===== src/rtl/lfsr_seq_pkg.sv =====
// Shared types and constants for the LFSR sequencing controller.
// Holds the FSM state encoding, the LFSR mode pin codes and the pin bundle
// the controller decodes from its state.
package lfsr_seq_pkg;

    typedef enum logic [2:0] {
        ST_IDLE    = 3'd0,
        ST_PREP    = 3'd1,
        ST_TAP_LO  = 3'd2,
        ST_TAP_HI  = 3'd3,
        ST_SEED_LO = 3'd4,
        ST_SEED_HI = 3'd5,
        ST_RUN     = 3'd6,
        ST_FIN     = 3'd7
    } state_t;

    localparam logic [1:0] MODE_SHIFT = 2'd0;
    localparam logic [1:0] MODE_REG   = 2'd1;
    localparam logic [1:0] MODE_TAPS  = 2'd2;
    localparam logic [1:0] MODE_HOLD  = 2'd3;

    // Everything the controller drives onto the LFSR in one cycle.
    typedef struct packed {
        logic [1:0] mode;
        logic [3:0] data;
        logic       rst;
    } lfsr_pins_t;

    // Select the low or high nibble of a byte.
    function automatic logic [3:0] nib(input logic [7:0] b, input logic hi);
        return hi ? b[7:4] : b[3:0];
    endfunction

endpackage


===== src/rtl/lfsr_seq_cnt.sv =====
// Loadable step down-counter for the RUN phase.
// 'zero' marks an empty run (skip RUN), 'last' marks the final RUN cycle.
module lfsr_seq_cnt #(
    parameter int STEP_W = 8
) (
    input  logic              clk,
    input  logic              rst_n,
    input  logic              load,
    input  logic [STEP_W-1:0] load_val,
    input  logic              dec,
    output logic              zero,
    output logic              last
);

    logic [STEP_W-1:0] cnt;

    // Load wins over decrement; decrement saturates at zero.
    always_ff @(posedge clk or negedge rst_n) begin
        if (!rst_n)
            cnt <= '0;
        else if (load)
            cnt <= load_val;
        else if (dec && (cnt != '0))
            cnt <= cnt - STEP_W'(1);
    end

    assign zero = (cnt == '0);
    assign last = (cnt == STEP_W'(1));

endmodule


===== src/rtl/lfsr_seq_ctrl.sv =====
// LFSR sequencing controller: programs taps and seed into an external
// nibble-loaded LFSR, shifts it a requested number of steps, then captures
// the register value into 'result' with a one-cycle 'done' pulse.
// Optional feature: define LFSR_SEQ_CLEAR_EN to pulse lfsr_rst during PREP
// (with the LFSR held) instead of a dummy shift; cycle timing is identical.
module lfsr_seq_ctrl
    import lfsr_seq_pkg::*;
#(
    parameter int STEP_W = 8
) (
    input  logic              clk,
    input  logic              rst_n,
    input  logic              start,
    input  logic              abort,
    input  logic [7:0]        seed_i,
    input  logic [7:0]        taps_i,
    input  logic [STEP_W-1:0] steps_i,
    input  logic [7:0]        lfsr_q,
    output logic [1:0]        lfsr_mode,
    output logic [3:0]        lfsr_data,
    output logic              lfsr_rst,
    output logic              busy,
    output logic              done,
    output logic [7:0]        result
);

    state_t     state, state_nxt;
    logic [7:0] seed_r, taps_r;
    logic       accept;
    logic       cnt_zero, cnt_last;
    logic       finish;
    lfsr_pins_t pins;

    // Start is only honoured in IDLE, and abort overrides it.
    assign accept = (state == ST_IDLE) && start && !abort;
    // A clean pass through FIN is the only way to complete.
    assign finish = (state == ST_FIN) && !abort;

    // Step count lives in the counter; it is loaded on acceptance.
    lfsr_seq_cnt #(.STEP_W(STEP_W)) u_cnt (
        .clk      (clk),
        .rst_n    (rst_n),
        .load     (accept),
        .load_val (steps_i),
        .dec      (state == ST_RUN),
        .zero     (cnt_zero),
        .last     (cnt_last)
    );

    // State register.
    always_ff @(posedge clk or negedge rst_n) begin
        if (!rst_n)
            state <= ST_IDLE;
        else
            state <= state_nxt;
    end

    // Capture seed and taps when a request is accepted.
    always_ff @(posedge clk or negedge rst_n) begin
        if (!rst_n) begin
            seed_r <= '0;
            taps_r <= '0;
        end else if (accept) begin
            seed_r <= seed_i;
            taps_r <= taps_i;
        end
    end

    // Next-state logic; abort returns to IDLE from any busy state.
    always_comb begin
        state_nxt = state;
        if ((state != ST_IDLE) && abort) begin
            state_nxt = ST_IDLE;
        end else begin
            case (state)
                ST_IDLE:    if (accept) state_nxt = ST_PREP;
                ST_PREP:    state_nxt = ST_TAP_LO;
                ST_TAP_LO:  state_nxt = ST_TAP_HI;
                ST_TAP_HI:  state_nxt = ST_SEED_LO;
                ST_SEED_LO: state_nxt = ST_SEED_HI;
                ST_SEED_HI: state_nxt = cnt_zero ? ST_FIN : ST_RUN;
                ST_RUN:     state_nxt = cnt_last ? ST_FIN : ST_RUN;
                ST_FIN:     state_nxt = ST_IDLE;
                default:    state_nxt = ST_IDLE;
            endcase
        end
    end

    // Moore decode of the LFSR pins from the current state.
    always_comb begin
        pins.mode = MODE_HOLD;
        pins.data = 4'h0;
        pins.rst  = 1'b0;
        case (state)
            ST_PREP: begin
`ifdef LFSR_SEQ_CLEAR_EN
                pins.mode = MODE_HOLD;
                pins.rst  = 1'b1;
`else
                // A shift clears the LFSR's nibble toggle before loading.
                pins.mode = MODE_SHIFT;
`endif
            end
            ST_TAP_LO: begin
                pins.mode = MODE_TAPS;
                pins.data = nib(taps_r, 1'b0);
            end
            ST_TAP_HI: begin
                pins.mode = MODE_TAPS;
                pins.data = nib(taps_r, 1'b1);
            end
            ST_SEED_LO: begin
                pins.mode = MODE_REG;
                pins.data = nib(seed_r, 1'b0);
            end
            ST_SEED_HI: begin
                pins.mode = MODE_REG;
                pins.data = nib(seed_r, 1'b1);
            end
            ST_RUN:  pins.mode = MODE_SHIFT;
            default: pins.mode = MODE_HOLD;
        endcase
    end

    assign lfsr_mode = pins.mode;
    assign lfsr_data = pins.data;
    assign lfsr_rst  = pins.rst;
    assign busy      = (state != ST_IDLE);

    // Completion: sample the LFSR on the FIN exit edge, pulse done once.
    always_ff @(posedge clk or negedge rst_n) begin
        if (!rst_n) begin
            done   <= 1'b0;
            result <= '0;
        end else begin
            done <= finish;
            if (finish)
                result <= lfsr_q;
        end
    end

endmodule

===== config.mk =====
export PLATFORM = sky130hd
export DESIGN_NAME = lfsr_seq_ctrl
export DESIGN_NICKNAME = d
export VERILOG_FILES = /design/src/rtl/lfsr_seq_pkg.sv /design/src/rtl/lfsr_seq_cnt.sv /design/src/rtl/lfsr_seq_ctrl.sv
export SDC_FILE = /design/constraint.sdc
export NUM_CORES = 1
export LEC_CHECK = 0
export CORE_AREA = 2 2 53 75
export CTS_BUF_LIST = sky130_fd_sc_hd__clkbuf_8
export DETAILED_ROUTE_END_ITERATION = 16
export DIE_AREA = 0 0 55 77
export GPL_TIMING_DRIVEN = 1
export PLACE_DENSITY = 0.88
export SLEW_MARGIN = 20
export SYNTH_ARGS = -nofsm -noshare
export SYNTH_HDL_FRONTEND = slang
export SYNTH_SLANG_ARGS = --single-unit

===== constraint.sdc =====
create_clock -name clk -period 4.9 [get_ports clk]
set_input_delay 0.49 -clock clk [delete_from_list [all_inputs] [get_ports clk]]
set_output_delay 0.49 -clock clk [all_outputs]
set_load 0.01 [all_outputs]

# Word level (Yosys, flattened, before mapping)
# Cells that the tools add are included.
# word_totals
output_inout_bits,17
regBits,36
# op_classes
n_reduce_logical,14
add_sub_neg,1
eq_ne,9
mux,9
# op_table
op,n
3-bit one-hot mux with 8 select lines,1
8-bit two-way mux,2
4-bit one-hot mux with 4 select lines,1
3-bit == test (second input constant),4
8-bit by 1-bit == test with 1-bit output (second input constant),1
8-bit zero test,1
8-bit nonzero test,1
8-bit by 1-bit subtractor with 8-bit output (second input constant),1
3-bit by 2-bit == test with 1-bit output (second input constant),2
3-bit two-way mux,2
2-bit one-hot mux with 3 select lines,1
2-bit OR reduction,3
1-bit logical AND,5
3-bit by 1-bit == test with 1-bit output (second input constant),1
3-bit zero test,1
3-bit by 2-bit inequality test with 1-bit output (second input constant),1
3-bit nonzero test,1
1-bit two-way mux,2
2-bit nonzero test,1
1-bit zero test,1

# Depth between registers and ports, before layout
# logic_depth
depth_word,6
depth_mapped,7

# Hierarchy
# Synthesis repeated with hierarchy kept, for this count alone.
# hier_totals
cells_unflattened,174
area_unflattened_um2,1999.4
# modules_own_cells
mod,n_inst,area_per_inst_um2,seq_area_each_um2,cells_each
lfsr_seq_ctrl,1,1410.1,700.7,109
lfsr_seq_cnt,1,589.3,200.2,65

# Worst setup path after synthesis
# OpenSTA, ideal clock, no wires.
# synth_path
path_type,reg2reg
from,register state[0]
to,register u_cnt.cnt[7]
period_less_slack_ns,1.757
t_required_ns,4.772
slack_ns,3.143
arrival_ns,1.629
path_stages_with_launch,8
setup_ns,0.128
cell_sequence,dfrtp_1 buf_2 or3_4 or3b_1 buf_2 buf_6 nor2_2 a31oi_2
# synth_via
elab_chain_len,4
elab_cells_between_ends,7
cone_classes,eq/ne: 1; mux: 1; reduce/logical: 5
# synth_lines
item,line,text
from (decl),lfsr_seq_ctrl.sv:27,"state_t state, state_nxt;"
from (signal assigned),lfsr_seq_ctrl.sv:55,state <= state_nxt;
3-bit zero test,lfsr_seq_ctrl.sv:35,assign accept = (state == ST_IDLE) && start && !abort;
1-bit logical AND (2 in a row),lfsr_seq_ctrl.sv:35,
8-bit two-way mux / 2-bit nonzero test (equally long branches),-,
to (signal assigned),lfsr_seq_cnt.sv:22,cnt <= load_val;
to (signal assigned),lfsr_seq_cnt.sv:24,cnt <= cnt - STEP_W'(1);
to (decl),lfsr_seq_cnt.sv:15,logic [STEP_W-1:0] cnt;
# Several ways; a longest one is shown, not always the timed one.
# A chain may end at the register's enable or synchronous reset.

# Worst setup path after layout
# layout_path
from,register state[0]
to,output lfsr_data[3]
# layout_via
elab_chain_len,2
elab_cells_between_ends,5
cone_classes,eq/ne: 4; mux: 1
# layout_lines
item,line,text
3-bit == test / 3-bit by 2-bit == test with 1-bit output (equally long branches),lfsr_seq_ctrl.sv:94,case (state)
4-bit one-hot mux with 4 select lines *,lfsr_seq_ctrl.sv:94,
to (decl),lfsr_seq_ctrl.sv:20,"output logic [3:0] lfsr_data,"
# Mark *: on every way between the ends. The rest lies on a longest branch, timed or not.

==> metrics.cfg <==
[floorplan]
start_util_pct=51.12
die-area_sq_mm=0.004235
die_y_um=77
ios=53
dieWidth_um=55
core-area_sq_mm=0.003578
floorplan.rows=26

[pwr]
combPwrFrac_pct=24.3
vdd_drop_max_uv=292.7
internal_power_mw=0.5533
power.share.clock_pct=25.6
p_leak_nw=1.124
power_mw=0.8064
seq_power_share_pct=50.1
p_per_area_mw_per_mm2=332.2
p_switching_mw=0.2532
switching_share_pct=31.39

[cells_and_area]
nFillCells=286
synthToLayoutAreaGrowth_pct=32.70
drive_gt1_share_pct=5.792
final_area_sq_mm=0.002427
layout.nets=297
n_antenna_cell=0

[setup_path]
crit_fanout=17
crit_path_start_kind=register
crit_required_ns=4.41
worstPathArrival_ns=2.07
end_kind=output pin
criticalPathCategory=register to output pin

[drt]
drt-pass1-iter-count=4
routed_wl_mm=4.038
drc=0
routedWlPerCell_um=13.42
drtAntennaViolNets=0
routed_via_density=5.322
drt_iter0_drc=61
vias=1602

[clock_network]
postCtsSetupRepairBufs=0
post_cts_resized=0
clock_tree.buffer_depth=2
clkLatencyLatePin_ns=0.29
cts-root-buf=clkbuf_8
cts_sinks=36
cts_tree=yes
cts-buffers-inserted=5
cts.clk_slew.worst_paths_ns=0.07
htreeDepth=2
cts_hold_buf=0

[synth]
synth.ff_latch_count=36
syn_area_per_cell_sq_um=8.711
yosysMostFrequentCell=nand2_1
ys_seq_area_share_pct=49.25
yosysUniqueCellTypes=42
syn_inst=210
synth_common_cells=83 x nand2_1, 36 x dfrtp_1, 14 x nor2_1
synthFlopType=dfrtp_1
syn-num-nets=249
synthTopCellsByArea=dfrtp_1 49%, nand2_1 17%, nor2_1 2.9%
syn_area_sq_mm=0.001829
synth_top_area_share_pct=49.25
post-synth-top-area-cell=dfrtp_1
ys_warn_count=0
synth_edf_count=0
synthArstFlopShare_pct=100.0

[global_route]
grt_max_degree=37
antenna_found_initial=0
grt_usage_pct=22.10
grt_remaining_overflow=0
grt_pass1_vias=1648
grt_pass1_wl_mm=6.982

[timing]
fin_crit_sh_pct=52.32
finalSetupTns_ns=0
setup_viol=0
slew_headroom_pct=45.76
clock.fmax_mhz=390.1
drv_slew=0
holdWs_ns=0.4774
finClkSkew_ns=0.007304
finalHoldViolations=0
rsz0062_at_grt=false
tightest_slew_ns=0.8137
period_minus_slack_ns=2.564

[placed_design]
port_buffers=51
gp_congestion=0.7495
placed_area_sq_mm=0.002338
dp_hpwl_mm=3.006

[flow_run]
drv_cap=0

[run_status]
status=finished, final reports clean

[worst_hold_path]
hold_path.class=register to register

## power by group through the flow
stage	combinational (mW)	sequential (mW)	clock [mW]
detailed placement	0.197	0.409	0
floorplan	0.130	0.390	0
finish	0.196	0.404	0.206
global route	0.223	0.413	0.221
CTS	0.198	0.404	0.212
global placement	0.190	0.406	0
## final cells by class
type	instances	area [sq um]	area share, %
clock buffer	5	68.82	2.835
clock inverter	3	20.02	0.8247
inverter	5	18.77	0.7732
multi-input combinational	157	840.8	34.64
sequential	36	900.9	37.11
tap	42	52.55	2.165
timing repair buffer	53	525.5	21.65
## worst paths after layout
check                                       from                  endpoint  slack, ns  cells after the start
setup / recovery            state[0]$_DFFE_PN0P_              lfsr_data[3]       2.34                      5
hold / removal             result[1]$_DFFE_PN0P_     result[1]$_DFFE_PN0P_       0.48                      2
setup reg to reg            state[0]$_DFFE_PN0P_  u_cnt.cnt[6]$_DFFE_PN0P_       2.66                      4
hold reg to reg            result[1]$_DFFE_PN0P_     result[1]$_DFFE_PN0P_       0.48                      2
max in group asynchronous                  rst_n     seed_r[5]$_DFFE_PN0P_       3.95                      2
min in group asynchronous                  rst_n     seed_r[2]$_DFFE_PN0P_       0.62                      2
## metal layers
metal / vias up / GRT usage [%] / wire length, um
li1: 783 / - / -
met1: 761 / 25.39 / 1564
met2: 53 / 37.50 / 2088
met3: 5 / 6.420 / 334
met4: 0 / 7.561 / 51
met5: - / 0 / 0
## placed cells by master (no fill, tap or decap), drive strengths merged, types with 2 or more instances in the layout
cell type | Yosys | routed
a32oi | 4 | 4
nand4b | 2 | 2
buf | 7 | 2
inv | 4 | 5
nand2 | 83 | 83
xor2 | 4 | 4
ha | 3 | 3
o21ai | 8 | 8
clkbuf | 5 | 5
nor2 | 15 | 15
o22ai | 2 | 2
mux2i | 4 | 4
a21oi | 2 | 2
nand2b | 4 | 4
a31oi | 4 | 4
clkinv | 1 | 2
nand4 | 2 | 2
dfrtp | 36 | 36
or3 | 3 | 3
clkdlybuf4s50 | 0 | 51
## cells by family (layout without fill, tap and decap cells)
group	Yosys count	after routing	synth area share, %
simple gates	119	119	29.21
flops	36	36	49.25
compound gates	25	25	9.919
buf+inv	17	66	4.788
xor+xnor	5	5	2.394
mux	4	4	2.189
fa+ha+maj	3	3	2.052
other cells	1	1	0.2050
## flip-flops by register name, indices dropped and copies added, names as in the netlist
| name | flops |
|---|---|
| result | 8 |
| seed_r | 8 |
| taps_r | 8 |
| u_cnt.cnt | 8 |
| state | 3 |
| done | 1 |
## worst max-delay path, cell delays in order (launching register included)
cell             delay [ns]
dfrtp_1                0.68
inv_1                  0.16
nor2_1                 0.19
a32oi_1                0.12
nand2_1                0.10
clkdlybuf4s50_1        0.54
## stage by stage
step	utilization (%)	setup WS, ns	cells
2_1_floorplan	-	3.143	210
3_3_place_gp	65.35	2.687	293
3_5_place_dp	65.35	2.646	293
4_1_cts	67.83	2.327	301
5_1_grt	67.83	2.138	301
6_report	67.83	2.336	301
(Power assumes the default switching activity.)
